## config.mk

```make
export PLATFORM = sky130hd
export DESIGN_NAME = intc_ack_seq_flat
export DESIGN_NICKNAME = d
export VERILOG_FILES = /design/src/rtl/intc_ack_seq_pkg.sv /design/src/rtl/intc_ack_seq_if.sv /design/src/rtl/intc_ack_seq.sv /design/src/flat_wrapper.sv
export SDC_FILE = /design/constraint.sdc
export NUM_CORES = 1
export LEC_CHECK = 0
export ABC_AREA = 0
export CORE_MARGIN = 10
export CORE_UTILIZATION = 48
export CTS_BUF_LIST = sky130_fd_sc_hd__clkbuf_4
export DETAILED_ROUTE_END_ITERATION = 10
export PLACE_DENSITY = 0.83
export SYNTH_ARGS = -nofsm -noshare
export SYNTH_HDL_FRONTEND = slang
export SYNTH_SLANG_ARGS = --single-unit
```

## constraint.sdc

```tcl
create_clock -name CLK -period 2.55 [get_ports CLK]
set_input_delay 0.765 -clock CLK [delete_from_list [all_inputs] [get_ports CLK]]
set_output_delay 0.765 -clock CLK [all_outputs]
set_load 0.05 [all_outputs]
```

## src/rtl/intc_ack_seq_pkg.sv

```systemverilog
// Shared types and helpers for the interrupt acknowledge sequencer.
package intc_ack_seq_pkg;

  typedef enum logic [1:0] {
    StIdle,
    StOffer,
    StVfetch,
    StDeliver
  } IntSeqState_t;

  localparam logic [31:0] VF_BASE_DEF = 32'hFFFF_FFF0;
  localparam int unsigned TO_CYC_DEF  = 16;

  typedef struct packed {
    logic [3:0] lvl;
    logic [7:0] vec;
    logic       ext;
    logic       nmi;
  } IntOffer_t;

  // NMI bypasses the SR.I mask; everything else must beat it strictly.
  function automatic logic is_eligible(logic req, logic nmi, logic [3:0] lvl, logic [3:0] mask);
    return req && (nmi || (lvl > mask));
  endfunction

  function automatic logic [31:0] vf_addr(logic [31:0] base, logic [3:0] lvl);
    return base | {28'b0, lvl};
  endfunction

endpackage

```

## src/rtl/intc_ack_seq_if.sv

```systemverilog
// Signal bundle between the interrupt controller, CPU core, external bus and the sequencer.
interface intc_ack_seq_if;

  logic        CE_R;
  logic        CE_F;
  logic        INT_REQ;
  logic [3:0]  INT_LVL;
  logic [7:0]  INT_VEC;
  logic        INT_EXT;
  logic        INT_NMI;
  logic        VECMD;
  logic [3:0]  CPU_MASK;
  logic        CPU_ACK;
  logic        CPU_REQ;
  logic [3:0]  CPU_LVL;
  logic [7:0]  CPU_VEC;
  logic        VEC_VALID;
  logic        SRC_CLR;
  logic [31:0] EBUS_A;
  logic        EBUS_REQ;
  logic        IVECF_N;
  logic        EBUS_BUSY;
  logic [7:0]  EBUS_DI;
  logic        VF_ERR;

  // Environment side: controller, CPU and external bus.
  modport master (
    output CE_R, CE_F, INT_REQ, INT_LVL, INT_VEC, INT_EXT, INT_NMI, VECMD, CPU_MASK, CPU_ACK,
    output EBUS_BUSY, EBUS_DI,
    input  CPU_REQ, CPU_LVL, CPU_VEC, VEC_VALID, SRC_CLR, EBUS_A, EBUS_REQ, IVECF_N, VF_ERR
  );

  // Sequencer side.
  modport slave (
    input  CE_R, CE_F, INT_REQ, INT_LVL, INT_VEC, INT_EXT, INT_NMI, VECMD, CPU_MASK, CPU_ACK,
    input  EBUS_BUSY, EBUS_DI,
    output CPU_REQ, CPU_LVL, CPU_VEC, VEC_VALID, SRC_CLR, EBUS_A, EBUS_REQ, IVECF_N, VF_ERR
  );

endinterface

```

## src/rtl/intc_ack_seq.sv

```systemverilog
// Interrupt acknowledge sequencer: offers the winning request to the CPU, optionally fetches an
// external vector byte, then delivers the vector with a strobe and clears the source.
module intc_ack_seq
  import intc_ack_seq_pkg::*;
#(
  parameter logic [31:0] VF_BASE = VF_BASE_DEF,
  parameter int unsigned TO_CYC  = TO_CYC_DEF
) (
  input logic           CLK,
  input logic           RST,
  intc_ack_seq_if.slave bus
);

  localparam logic [7:0] ToLast = 8'(TO_CYC - 1);

  IntSeqState_t state_q;
  IntOffer_t    lat_q;
  logic [7:0]   cnt_q;
  logic         vf_done_q;

  logic         cpu_req_q;
  logic [3:0]   cpu_lvl_q;
  logic [7:0]   cpu_vec_q;
  logic         vec_valid_q;
  logic         src_clr_q;
  logic [31:0]  ebus_a_q;
  logic         ebus_req_q;
  logic         ivecf_n_q;
  logic         vf_err_q;

  IntOffer_t    in_offer;
  logic         in_elig;
  logic         lat_elig;
  logic         preempt;
  logic         fetch_sel;
  logic         timeout;

  always_comb begin
    in_offer  = {bus.INT_LVL, bus.INT_VEC, bus.INT_EXT, bus.INT_NMI};
    in_elig   = is_eligible(bus.INT_REQ, bus.INT_NMI, bus.INT_LVL, bus.CPU_MASK);
    lat_elig  = is_eligible(bus.INT_REQ, lat_q.nmi, lat_q.lvl, bus.CPU_MASK);
    // Equal level never preempts; an NMI preempts any non-NMI regardless of level.
    preempt   = in_elig && ((bus.INT_LVL > lat_q.lvl) || (bus.INT_NMI && !lat_q.nmi));
    fetch_sel = lat_q.ext && bus.VECMD;
    timeout   = (cnt_q == ToLast);
  end

  always_ff @(posedge CLK or posedge RST) begin
    if (RST) begin
      state_q     <= StIdle;
      lat_q       <= '0;
      cnt_q       <= '0;
      vf_done_q   <= 1'b0;
      cpu_req_q   <= 1'b0;
      cpu_lvl_q   <= '0;
      cpu_vec_q   <= '0;
      vec_valid_q <= 1'b0;
      src_clr_q   <= 1'b0;
      ebus_a_q    <= '0;
      ebus_req_q  <= 1'b0;
      ivecf_n_q   <= 1'b1;
      vf_err_q    <= 1'b0;
    end else begin
      // Read data is sampled on the falling phase; the rising phase then finishes the cycle.
      if (bus.CE_F && (state_q == StVfetch) && !vf_done_q && !bus.EBUS_BUSY) begin
        cpu_vec_q <= bus.EBUS_DI;
        vf_done_q <= 1'b1;
      end

      if (bus.CE_R) begin
        vec_valid_q <= 1'b0;
        src_clr_q   <= 1'b0;
        vf_err_q    <= 1'b0;

        unique case (state_q)
          StIdle: begin
            if (in_elig) begin
              lat_q     <= in_offer;
              cpu_req_q <= 1'b1;
              cpu_lvl_q <= bus.INT_LVL;
              state_q   <= StOffer;
            end
          end

          StOffer: begin
            if (bus.CPU_ACK) begin
              if (fetch_sel) begin
                ebus_a_q   <= vf_addr(VF_BASE, lat_q.lvl);
                ebus_req_q <= 1'b1;
                ivecf_n_q  <= 1'b0;
                cnt_q      <= '0;
                vf_done_q  <= 1'b0;
                state_q    <= StVfetch;
              end else begin
                cpu_vec_q   <= lat_q.vec;
                cpu_req_q   <= 1'b0;
                vec_valid_q <= 1'b1;
                src_clr_q   <= 1'b1;
                state_q     <= StDeliver;
              end
            end else if (preempt) begin
              lat_q     <= in_offer;
              cpu_lvl_q <= bus.INT_LVL;
            end else if (!lat_elig) begin
              cpu_req_q <= 1'b0;
              state_q   <= StIdle;
            end
          end

          StVfetch: begin
            if (vf_done_q) begin
              ebus_req_q  <= 1'b0;
              ivecf_n_q   <= 1'b1;
              vf_done_q   <= 1'b0;
              cpu_req_q   <= 1'b0;
              vec_valid_q <= 1'b1;
              src_clr_q   <= 1'b1;
              state_q     <= StDeliver;
            end else if (timeout) begin
              // Bus never answered: fall back to the internal vector and flag the error.
              ebus_req_q  <= 1'b0;
              ivecf_n_q   <= 1'b1;
              vf_err_q    <= 1'b1;
              cpu_vec_q   <= lat_q.vec;
              cpu_req_q   <= 1'b0;
              vec_valid_q <= 1'b1;
              src_clr_q   <= 1'b1;
              state_q     <= StDeliver;
            end else if (bus.EBUS_BUSY && (cnt_q != 8'hFF)) begin
              cnt_q <= cnt_q + 8'd1;
            end
          end

          StDeliver: begin
            state_q <= StIdle;
          end

          default: begin
            state_q <= StIdle;
          end
        endcase
      end
    end
  end

  assign bus.CPU_REQ   = cpu_req_q;
  assign bus.CPU_LVL   = cpu_lvl_q;
  assign bus.CPU_VEC   = cpu_vec_q;
  assign bus.VEC_VALID = vec_valid_q;
  assign bus.SRC_CLR   = src_clr_q;
  assign bus.EBUS_A    = ebus_a_q;
  assign bus.EBUS_REQ  = ebus_req_q;
  assign bus.IVECF_N   = ivecf_n_q;
  assign bus.VF_ERR    = vf_err_q;

endmodule

```

## src/flat_wrapper.sv

```systemverilog
// flat-port wrapper written by rule: the top's interface ports become plain ports
module intc_ack_seq_flat import intc_ack_seq_pkg::*;
#(
  parameter logic [31:0] VF_BASE = VF_BASE_DEF,
  parameter int unsigned TO_CYC  = TO_CYC_DEF
)
  (CLK, RST, bus_CE_R, bus_CE_F, bus_INT_REQ, bus_INT_LVL, bus_INT_VEC, bus_INT_EXT, bus_INT_NMI, bus_VECMD, bus_CPU_MASK, bus_CPU_ACK, bus_EBUS_BUSY, bus_EBUS_DI, bus_CPU_REQ, bus_CPU_LVL, bus_CPU_VEC, bus_VEC_VALID, bus_SRC_CLR, bus_EBUS_A, bus_EBUS_REQ, bus_IVECF_N, bus_VF_ERR);
  intc_ack_seq_if bus_i ();
  input logic CLK;
  input logic RST;
  input wire logic [$bits(bus_i.CE_R)-1:0] bus_CE_R;
  input wire logic [$bits(bus_i.CE_F)-1:0] bus_CE_F;
  input wire logic [$bits(bus_i.INT_REQ)-1:0] bus_INT_REQ;
  input wire logic [$bits(bus_i.INT_LVL)-1:0] bus_INT_LVL;
  input wire logic [$bits(bus_i.INT_VEC)-1:0] bus_INT_VEC;
  input wire logic [$bits(bus_i.INT_EXT)-1:0] bus_INT_EXT;
  input wire logic [$bits(bus_i.INT_NMI)-1:0] bus_INT_NMI;
  input wire logic [$bits(bus_i.VECMD)-1:0] bus_VECMD;
  input wire logic [$bits(bus_i.CPU_MASK)-1:0] bus_CPU_MASK;
  input wire logic [$bits(bus_i.CPU_ACK)-1:0] bus_CPU_ACK;
  input wire logic [$bits(bus_i.EBUS_BUSY)-1:0] bus_EBUS_BUSY;
  input wire logic [$bits(bus_i.EBUS_DI)-1:0] bus_EBUS_DI;
  output wire logic [$bits(bus_i.CPU_REQ)-1:0] bus_CPU_REQ;
  output wire logic [$bits(bus_i.CPU_LVL)-1:0] bus_CPU_LVL;
  output wire logic [$bits(bus_i.CPU_VEC)-1:0] bus_CPU_VEC;
  output wire logic [$bits(bus_i.VEC_VALID)-1:0] bus_VEC_VALID;
  output wire logic [$bits(bus_i.SRC_CLR)-1:0] bus_SRC_CLR;
  output wire logic [$bits(bus_i.EBUS_A)-1:0] bus_EBUS_A;
  output wire logic [$bits(bus_i.EBUS_REQ)-1:0] bus_EBUS_REQ;
  output wire logic [$bits(bus_i.IVECF_N)-1:0] bus_IVECF_N;
  output wire logic [$bits(bus_i.VF_ERR)-1:0] bus_VF_ERR;
  assign bus_i.CE_R = bus_CE_R;
  assign bus_i.CE_F = bus_CE_F;
  assign bus_i.INT_REQ = bus_INT_REQ;
  assign bus_i.INT_LVL = bus_INT_LVL;
  assign bus_i.INT_VEC = bus_INT_VEC;
  assign bus_i.INT_EXT = bus_INT_EXT;
  assign bus_i.INT_NMI = bus_INT_NMI;
  assign bus_i.VECMD = bus_VECMD;
  assign bus_i.CPU_MASK = bus_CPU_MASK;
  assign bus_i.CPU_ACK = bus_CPU_ACK;
  assign bus_i.EBUS_BUSY = bus_EBUS_BUSY;
  assign bus_i.EBUS_DI = bus_EBUS_DI;
  assign bus_CPU_REQ = bus_i.CPU_REQ;
  assign bus_CPU_LVL = bus_i.CPU_LVL;
  assign bus_CPU_VEC = bus_i.CPU_VEC;
  assign bus_VEC_VALID = bus_i.VEC_VALID;
  assign bus_SRC_CLR = bus_i.SRC_CLR;
  assign bus_EBUS_A = bus_i.EBUS_A;
  assign bus_EBUS_REQ = bus_i.EBUS_REQ;
  assign bus_IVECF_N = bus_i.IVECF_N;
  assign bus_VF_ERR = bus_i.VF_ERR;
  intc_ack_seq #(.VF_BASE(VF_BASE), .TO_CYC(TO_CYC)) u_core (.CLK(CLK), .RST(RST), .bus(bus_i));
endmodule
```

==> results.sh, run 1 <==
export IMPL_post_route_util_pct=76.27
export IMPL_row_count=26
export IMPL_arrival_ns=2.76
export IMPL_overflow=0
export IMPL_nNetsFinal=404
export IMPL_avgSynthCellArea_um2=9.804
export IMPL_cp_required_ns=2.81
export IMPL_synthFlopType="dfrtp_1"
export IMPL_grt_pass1_vias=2446
export IMPL_worstSkewPairLatency_ns=0.38
export IMPL_core_area_um2=5205
export IMPL_async_flop_share_pct=100.0
export IMPL_p_leak_uw=0.001840
export IMPL_finalSetupViolations=0
export IMPL_synth_nets=319
export IMPL_cp_max_fo=4
export IMPL_grt_antenna_before_repair=0
export IMPL_fin_hold_ws_ns=0.5000
export IMPL_finalClockSkew_ns=0.01829
export IMPL_initial_core_util_pct=50.48
export IMPL_wl_um=7115
export IMPL_yosysWarningCount=0
export IMPL_hold_viol=0
export IMPL_cts_path_max_buffers=2
export IMPL_worst_pin_slew_ns=0.7424
export IMPL_post_route_period_util_pct=98.09
export IMPL_portBuffers=83
export IMPL_htree_num_levels=2
export IMPL_crit_path_cell_trace="clkdlybuf4s50_1 > inv_1 > ha_1 > a21oi_2 > nand2_1 > o22a_1 > buf_4 > a211oi_2 > buf_4 > o211ai_1 > mux2i_1"
export IMPL_status="complete, no violations"
export IMPL_crit_type="in -> reg"
export IMPL_die_w_um=93.99
export IMPL_ios=84
export IMPL_final_cell_mix="49 x clkdlybuf4s50_1, 42 x dfrtp_1, 30 x buf_12"
export IMPL_synth_area_um2=2628
export IMPL_grt_max_degree=29
export IMPL_slowest_stage="clkdlybuf4s50_1"
export IMPL_dpl_hpwl_um=5700
export IMPL_area_growth_syn_to_layout_pct=51.10
export IMPL_grt_usage_pct=16.42
export IMPL_clock_sinks=43
export IMPL_ys_seq_elements=43
export IMPL_hold_buffers=0
export IMPL_firstDrtPassIters=4
export IMPL_cts_buffers=5
export IMPL_ant_nets=0
export IMPL_drc=0
export IMPL_fmax_ghz=0.3998
export IMPL_dieHeight_um=93.99
export IMPL_slowest_delay_ns=0.45
export IMPL_synth_edff_count=0
export IMPL_hold_depth=2
export IMPL_ir_worst_vdd_uv=832.9
export IMPL_fin_crit_ns=2.501
export IMPL_synth_cell_types=46
export IMPL_hold_class="reg -> reg"
export IMPL_drv_cap=0
export IMPL_die_area_um2=8833
export IMPL_powerDensity_nw_per_um2=1340
export IMPL_slew_headroom_pct=50.20
export IMPL_cpMostUsedCell="buf_4"
export IMPL_slew_violations=0
export IMPL_grt_pass1_wl_um=11860
export IMPL_post_drt_wl_per_cell_um=16.78
export IMPL_cts_root_buf="clkbuf_4"
export IMPL_gp_congestion=0.8920
export IMPL_drt_iter0_drc=98
export IMPL_viasPerCell=5.337
export IMPL_synthCells=268
export IMPL_layout_drive_gt1_share_pct=27.68
export IMPL_critPathLaunchType="primary input"
export IMPL_cp_end_kind="flop"
export IMPL_antenna_cells=0
export IMPL_reg2reg_depth=9
export IMPL_cts_tree="yes"
export IMPL_vias=2263
export IMPL_synth_seq_area_share_pct=41.00
export IMPL_final_common_cell="clkdlybuf4s50_1"
export IMPL_clk_pin_slew_ns=0.14
metrics by stage:
step / setup TNS (ns) / setup WS (ns) / std cells / total power [uW] / cell area, um2
after floorplan: 0 / 0.03040 / 268 / 3499 / 2628
after global placement: -7.003 / -0.4360 / 410 / 4811 / 3784
after detailed placement: -7.965 / -0.4988 / 410 / 4901 / 3784
after CTS: 0 / 0.01323 / 422 / 5347 / 3940
after global routing: -0.01189 / -0.01189 / 424 / 5611 / 3970
final: 0 / 0.04882 / 424 / 5321 / 3970
where the power goes:
| group | switching, uW | total, uW | internal [uW] | leakage (uW) |
|---|---|---|---|---|
| clock | 251 | 370 | 118 | 0.0000366 |
| sequential | 193 | 1130 | 940 | 0.000546 |
| combinational | 2190 | 3820 | 1630 | 0.00126 |
| total | 2630 | 5320 | 2690 | 0.00184 |
synthesized netlist by cell type (4+ instances only):
| master | instances | area [um2] |
|---|---|---|
| dfrtp_1 | 42 | 1051 |
| buf_4 | 33 | 247.7 |
| nand2_1 | 29 | 108.9 |
| o21ai_0 | 21 | 105.1 |
| inv_1 | 19 | 71.32 |
| ha_1 | 17 | 212.7 |
| mux2_2 | 13 | 146.4 |
| nor2_1 | 12 | 45.04 |
| mux2i_1 | 10 | 100.1 |
| a21oi_1 | 8 | 40.04 |
| nand3_1 | 8 | 40.04 |
| nand4_1 | 8 | 50.05 |
| nor2b_1 | 5 | 31.28 |
| xor2_1 | 4 | 35.03 |
worst paths after layout:
check | startpoint | slack [ns] | to
max in group asynchronous | RST | 1.26 | u_core.lat_q[13]
max | bus_CPU_MASK[3] | 0.05 | u_core.bus.CPU_REQ
min | u_core.bus.EBUS_A[3] | 0.50 | u_core.bus.EBUS_A[3]
max reg2reg | u_core.lat_q[11] | 0.23 | u_core.lat_q[8]
min in group asynchronous | RST | 0.71 | u_core.bus.CPU_VEC[4]
min reg2reg | u_core.bus.EBUS_A[3] | 0.50 | u_core.bus.EBUS_A[3]
sequential cells by signal, summed over array words and instances (netlist names), named ones only:
| register | count |
|---|---|
| u_core.lat_q | 14 |
| u_core.bus.CPU_VEC | 8 |
| u_core.cnt_q | 8 |
| u_core.bus.EBUS_A | 5 |
| u_core.bus.CPU_REQ | 1 |
| u_core.bus.EBUS_REQ | 1 |
| u_core.bus.IVECF_N | 1 |
| u_core.bus.VEC_VALID | 1 |
| u_core.bus.VF_ERR | 1 |
| u_core.state_q | 1 |
| u_core.vf_done_q | 1 |
kinds of logic after synthesis:
kind of cell / after synthesis / share of synthesized area [%]
AO/OA/AOI/OAI: 53 / 13.62
XOR/XNOR: 4 / 1.333
adder cells (fa/ha/maj): 17 / 8.095
buffers and inverters: 55 / 12.62
flip-flops: 43 / 41.00
multiplexers: 23 / 9.381
AND/OR/NAND/NOR: 73 / 13.95
layout make-up:
cell class,count,area [um2]
Multi-Input combinational cell,170,1272
Clock inverter,3,26.28
Timing Repair Buffer,114,1398
Fill cell,339,1235
Inverter,19,71.32
Sequential cell,43,1077
Clock buffer,5,37.54
Tap cell,70,87.58
worst max-delay path, delay by kind of cell:
| kind | cells | cell delay [ns] |
|---|---|---|
| adder cells (fa/ha/maj) | 1 | 0.34 |
| AND/OR/NAND/NOR | 1 | 0.07 |
| multiplexers | 1 | 0.14 |
| AO/OA/AOI/OAI | 4 | 0.64 |
| buffers and inverters | 4 | 0.80 |
routing by layer:
| metal | vias up | part of all wire, % | wire length (um) | global-route usage, % |
|---|---|---|---|---|
| li1 | 1075 | - | - | - |
| met1 | 1079 | 42 | 2998 | 18.87 |
| met2 | 97 | 49 | 3460 | 28.34 |
| met3 | 12 | 7.9 | 559 | 5.516 |
| met4 | 0 | 1.4 | 97 | 4.430 |
| met5 | - | 0 | 0 | 0 |
repair_timing:
action	4_1_cts	5_1_grt
buffers inserted	3	2
endpoints found under the hold margin	0	0
cloned	1	0
pin swaps	6	6
gates resized for setup	9	7
endpoints found under the setup margin	16	16
Power figures use the tool's default switching activity.
==> inputs of run 2 (changes only) <==
Settings changed: PLACE_DENSITY 0.83 to 0.93.
==> run 2 against run 1 <==
Setup slack improved by 0.0052 ns. Sequential share of layout area rose by 0.24 points. Critical path depth fell by 10. Sequential power barely moved. Largest power group unchanged. Clock skew rose by 0.0014 ns. First-iteration DRC count fell by 9.2%. Clock-buffer cell count did not move. Fmax rose by 0.21%.
==> results.sh, run 2 (synthesis results as in run 1) <==
export IMPL_status="complete, no violations"
export IMPL_cp_required_ns=1.79
export IMPL_final_cell_mix="52 x clkdlybuf4s50_1, 42 x dfrtp_1, 29 x nand2_1, 29 x buf_12, 25 x buf_4"
export IMPL_ios=84
export IMPL_fmax_ghz=0.4006
export IMPL_largest_reg_flops=14
export IMPL_vias=2276
export IMPL_slew_headroom_pct=64.31
export IMPL_dpl_hpwl_um=5662
export IMPL_gp_congestion=0.8144
export IMPL_worstSetupEndpoint="bus_IVECF_N"
export IMPL_stdcell_area_um2=3935
export IMPL_arrival_ns=1.73
export IMPL_finalSetupViolations=0
export IMPL_final_common_cell="clkdlybuf4s50_1"
export IMPL_layout_drive_gt1_share_pct=26.93
export IMPL_critical_path_startpoint="u_core.bus.IVECF_N"
export IMPL_post_route_period_util_pct=97.88
export IMPL_crit_path_cell_trace="clkdlybuf4s50_1"
export IMPL_grt_pass1_vias=2454
export IMPL_hold_class="reg -> reg"
export IMPL_internal_power_uw=2748
export IMPL_regMostFlops="u_core.lat_q"
export IMPL_powerDensity_nw_per_um2=1373
export IMPL_post_drt_wl_per_cell_um=17.64
export IMPL_power_uw=5402
export IMPL_reg2reg_depth=8
export IMPL_post_route_util_pct=75.60
export IMPL_firstDrtPassIters=4
export IMPL_htree_num_levels=2
export IMPL_cp_max_fo=2
export IMPL_area_growth_syn_to_layout_pct=49.76
export IMPL_drc=0
export IMPL_worstSkewPairLatency_ns=0.38
export IMPL_cp_end_kind="primary output"
export IMPL_core_area_um2=5205
export IMPL_cp_num_cells=1
export IMPL_grt_usage_pct=16.38
export IMPL_ir_worst_vdd_uv=957.3
export IMPL_r2r_end="u_core.cnt_q[2]"
export IMPL_critPathLaunchType="flop"
export IMPL_grt_max_degree=44
export IMPL_hold_viol=0
export IMPL_finalClockSkew_ns=0.01973
export IMPL_clock_sinks=43
export IMPL_cts_buffers=5
export IMPL_slowest_delay_ns=0.81
export IMPL_worst_pin_slew_ns=0.5354
export IMPL_p_seq_share_pct=21.2
export IMPL_clkPwrFrac_pct=8.4
export IMPL_overflow=0
export IMPL_cts_path_max_buffers=2
export IMPL_pwr_share_comb_pct=70.4
export IMPL_viasPerCell=5.432
export IMPL_crit_type="reg -> out"
export IMPL_cts_tree="yes"
export IMPL_cp_top_family="buffers and inverters"
export IMPL_initial_core_util_pct=50.48
export IMPL_ff2ff_setup_slack_ns=0.31
export IMPL_fin_crit_ns=2.496
export IMPL_fin_setup_tns_ns=0
export IMPL_p_leak_uw=0.001795
export IMPL_dieHeight_um=93.99
export IMPL_fin_hold_ws_ns=0.5025
export IMPL_grt_pass1_wl_um=11920
export IMPL_slowest_stage="clkdlybuf4s50_1"
export IMPL_dpl_cell_area_um2=3764
export IMPL_slew_violations=0
export IMPL_antenna_cells=0
export IMPL_drv_cap=0
export IMPL_p_sw_share_pct=49.13
export IMPL_portBuffers=83
export IMPL_path_buf_inv=1
export IMPL_wl_um=7392
export IMPL_clk_pin_slew_ns=0.15
export IMPL_die_area_um2=8833
export IMPL_p_sw_uw=2654
export IMPL_die_w_um=93.99
export IMPL_nNetsFinal=399
export IMPL_drt_iter0_drc=89
export IMPL_ant_nets=0
export IMPL_grt_antenna_before_repair=0
export IMPL_row_count=26
export IMPL_cts_root_buf="clkbuf_4"
[run 2: cell types whose count changed in the layout (fill, tap and decap cells not counted), sizes merged]
cell           delta
buf               -4
inv               -2
bufbuf            -1
bufinv            +1
dlygate4sd2       -3
clkinv            +1
clkdlybuf4s50     +3
[run 2: routing by layer]
layer,wire length [um],GRT usage [%],vias up,share of wire (%)
met5,0,0,-,0
met3,611,5.436,8,8.3
met4,70,3.165,0,0.95
li1,-,-,1070,-
met2,3593,28.46,89,49
met1,3116,19.19,1109,42
[run 2: worst min-delay path by stage]
stage                       endpoint  slack (ns)  depth (start not counted)                  from
2_1_floorplan  u_core.bus.CPU_VEC[0]        0.44                          2       u_core.lat_q[2]
6_report        u_core.bus.EBUS_A[2]        0.50                          2  u_core.bus.EBUS_A[2]
3_5_place_dp    u_core.bus.EBUS_A[0]        0.47                          2  u_core.bus.EBUS_A[0]
3_3_place_gp   u_core.bus.CPU_VEC[6]        0.46                          2       u_core.lat_q[8]
4_1_cts         u_core.bus.EBUS_A[0]        0.51                          2  u_core.bus.EBUS_A[0]
5_1_grt         u_core.bus.EBUS_A[1]        0.54                          2  u_core.bus.EBUS_A[1]
[run 2: layout make-up]
class | instances | area, um2
Clock buffer | 5 | 37.54
Clock inverter | 3 | 43.79
Fill cell | 334 | 1270
Inverter | 19 | 71.32
Multi-Input combinational cell | 170 | 1291
Sequential cell | 43 | 1077
Tap cell | 70 | 87.58
Timing Repair Buffer | 109 | 1326
[run 2: through the flow]
step / std cells / setup slack, ns
6_report: 419 / 0.05400
5_1_grt: 419 / -0.007998
4_1_cts: 417 / -0.01778
3_5_place_dp: 409 / -0.4923
3_3_place_gp: 409 / -0.4311
2_1_floorplan: 268 / 0.03040
[run 2: power by group through the flow]
| stage | clock, uW | combinational (uW) | sequential (uW) |
|---|---|---|---|
| floorplan | 0 | 2000 | 1500 |
| global placement | 0 | 3660 | 1130 |
| detailed placement | 0 | 3760 | 1150 |
| CTS | 453 | 3790 | 1140 |
| global route | 479 | 4020 | 1170 |
| finish | 453 | 3800 | 1150 |
[run 2: what timing repair did]
item	CTS	global route
setup endpoints to repair	14	16
gates resized for setup	3	11
hold buffers	0	0
pin swaps	3	8
setup buffers	0	2
==> inputs of run 3 (changes only) <==
Settings changed: CORE_MARGIN 10 to 3.
Clock period 2.55 ns to 2.85 ns, I/O delays scaled along.
==> run 3 against run 2 <==
First-iteration DRC count grew 38%. Sequential cell count unchanged. Combinational power shrank 32%. Worst hold slack worse by 0.0078 ns. Critical path depth up 8. Routed wire length fell by 19%. Clock-buffer cell count unchanged.
==> results.sh, run 3 (synthesis results as in run 1) <==
export IMPL_status="complete, no violations"
export IMPL_fin_setup_tns_ns=0
export IMPL_fin_hold_ws_ns=0.4947
export IMPL_worst_pin_slew_ns=0.7492
export IMPL_fin_crit_ns=2.744
export IMPL_power_uw=4126
export IMPL_cp_end_kind="flop"
export IMPL_clk_pin_slew_ns=0.15
export IMPL_cts_path_max_buffers=2
export IMPL_ant_nets=0
export IMPL_finalSetupViolations=0
export IMPL_critPathLaunchType="primary input"
export IMPL_crit_path_cell_trace="clkdlybuf4s50_1 > ha_1 > a21o_1 > a211oi_2 > o22ai_1 > o2bb2ai_1 > nand4_1 > buf_4 > mux2_2"
export IMPL_p_sw_share_pct=52.40
export IMPL_dpl_hpwl_um=4563
export IMPL_fin_cells=405
export IMPL_p_leak_uw=0.001555
export IMPL_antenna_cells=0
export IMPL_grt_antenna_before_repair=0
export IMPL_cp_top_family="compound AO/OA/AOI/OAI gates"
export IMPL_largest_reg_flops=14
export IMPL_dieHeight_um=79.99
export IMPL_gp_congestion=0.8558
export IMPL_clock_sinks=43
export IMPL_dp_cells=397
export IMPL_grt_max_degree=44
export IMPL_htree_num_levels=2
export IMPL_cts_root_buf="clkbuf_4"
export IMPL_hold_viol=0
export IMPL_slowest_delay_ns=0.51
export IMPL_cp_required_ns=3.12
export IMPL_area_growth_syn_to_layout_pct=30.19
export IMPL_worstSkewPairLatency_ns=0.38
export IMPL_rsz0062_at_grt="false"
export IMPL_arrival_ns=3.01
export IMPL_vias=2169
export IMPL_layout_drive_gt1_share_pct=21.19
export IMPL_die_area_um2=6398
export IMPL_hold_class="reg -> reg"
export IMPL_slowest_stage="clkdlybuf4s50_1"
export IMPL_ios=84
export IMPL_pwr_share_comb_pct=62.5
export IMPL_grt_pass1_wl_um=9860
export IMPL_die_w_um=79.99
export IMPL_p_sw_uw=2162
export IMPL_slew_violations=0
export IMPL_powerDensity_nw_per_um2=1206
export IMPL_drv_cap=0
export IMPL_regMostFlops="u_core.lat_q"
export IMPL_viasPerCell=5.356
export IMPL_row_count=26
export IMPL_drc=0
export IMPL_slew_headroom_pct=50.05
export IMPL_cts_buffers=5
export IMPL_grt_usage_pct=19.55
export IMPL_grt_pass1_vias=2191
export IMPL_final_common_cell="clkdlybuf4s50_1"
export IMPL_initial_core_util_pct=50.48
export IMPL_fmax_ghz=0.3644
export IMPL_post_drt_wl_per_cell_um=14.84
export IMPL_p_seq_share_pct=25.6
export IMPL_post_route_period_util_pct=96.29
export IMPL_firstDrtPassIters=5
export IMPL_path_buf_inv=2
export IMPL_fin_ws_ns=0.1057
export IMPL_overflow=0
export IMPL_final_cell_mix="55 x clkdlybuf4s50_1, 42 x dfrtp_1, 40 x buf_4"
export IMPL_drt_iter0_drc=123
export IMPL_nNetsFinal=385
export IMPL_internal_power_uw=1964
export IMPL_clkPwrFrac_pct=11.8
export IMPL_crit_type="in -> reg"
export IMPL_post_cts_buffers=0
export IMPL_cts_tree="yes"
export IMPL_dpl_worst_slack_ns=-0.2659
export IMPL_ir_worst_vdd_uv=675.5
export IMPL_finalClockSkew_ns=0.02394
export IMPL_core_area_um2=5205
export IMPL_wl_um=6009
export IMPL_portBuffers=83
export IMPL_cp_max_fo=9
run 3: power by group through the flow:
| stage | Clock [uW] | Sequential (uW) | Combinational, uW |
|---|---|---|---|
| 4_1_cts | 495 | 1060 | 2590 |
| 3_3_place_gp | 0 | 1050 | 2520 |
| 6_report | 488 | 1060 | 2580 |
| 2_1_floorplan | 0 | 1340 | 1790 |
| 3_5_place_dp | 0 | 1060 | 2580 |
| 5_1_grt | 522 | 1100 | 2730 |
run 3: path summary, 6_finish.rpt:
kind	start	endpoint	slack, ns	depth (start not counted)
max	bus_INT_LVL[2]	u_core.lat_q[6]	0.11	9
min	u_core.lat_q[7]	u_core.bus.CPU_VEC[5]	0.49	2
max reg2reg	u_core.state_q[0]	u_core.cnt_q[2]	0.51	8
min reg2reg	u_core.lat_q[7]	u_core.bus.CPU_VEC[5]	0.49	2
max in group asynchronous	RST	u_core.bus.CPU_REQ	1.54	3
min in group asynchronous	RST	u_core.lat_q[2]	0.90	3
run 3: area by class of cell:
cell class	count	area, um2
well taps	70	87.58
flip-flops and latches	43	1077
multi-input cells	170	1229
clock inverters	3	67.56
clock buffers	5	37.54
repair buffers	95	850.8
fillers	414	1784
inverters	19	71.32
run 3: what timing repair did:
item | 4_1_cts | 5_1_grt
setup endpoints to repair | 0 | 9
hold buffers | 0 | 0
gates resized for setup | 0 | 1
run 3: tightest hold or removal path, stage by stage, from the launching register on:
cell	delay [ns]
dfrtp_1	0.37
nand2_1	0.05
o21ai_0	0.06
run 3: metal layers:
layer / share of wire [%] / track usage [%] / up-vias
met5: 0 / 0 / -
met4: 1.9 / 7.770 / 0
met3: 7.9 / 4.628 / 13
met2: 49 / 33.03 / 84
met1: 41 / 23.89 / 1031
li1: - / - / 1041
run 3: stage by stage:
stage | utilization (%) | cell area, um2
2_1_floorplan | - | 2628
6_report | 65.72 | 3421
3_5_place_dp | 63.61 | 3311
4_1_cts | 65.63 | 3416
3_3_place_gp | 63.61 | 3311
5_1_grt | 65.72 | 3421
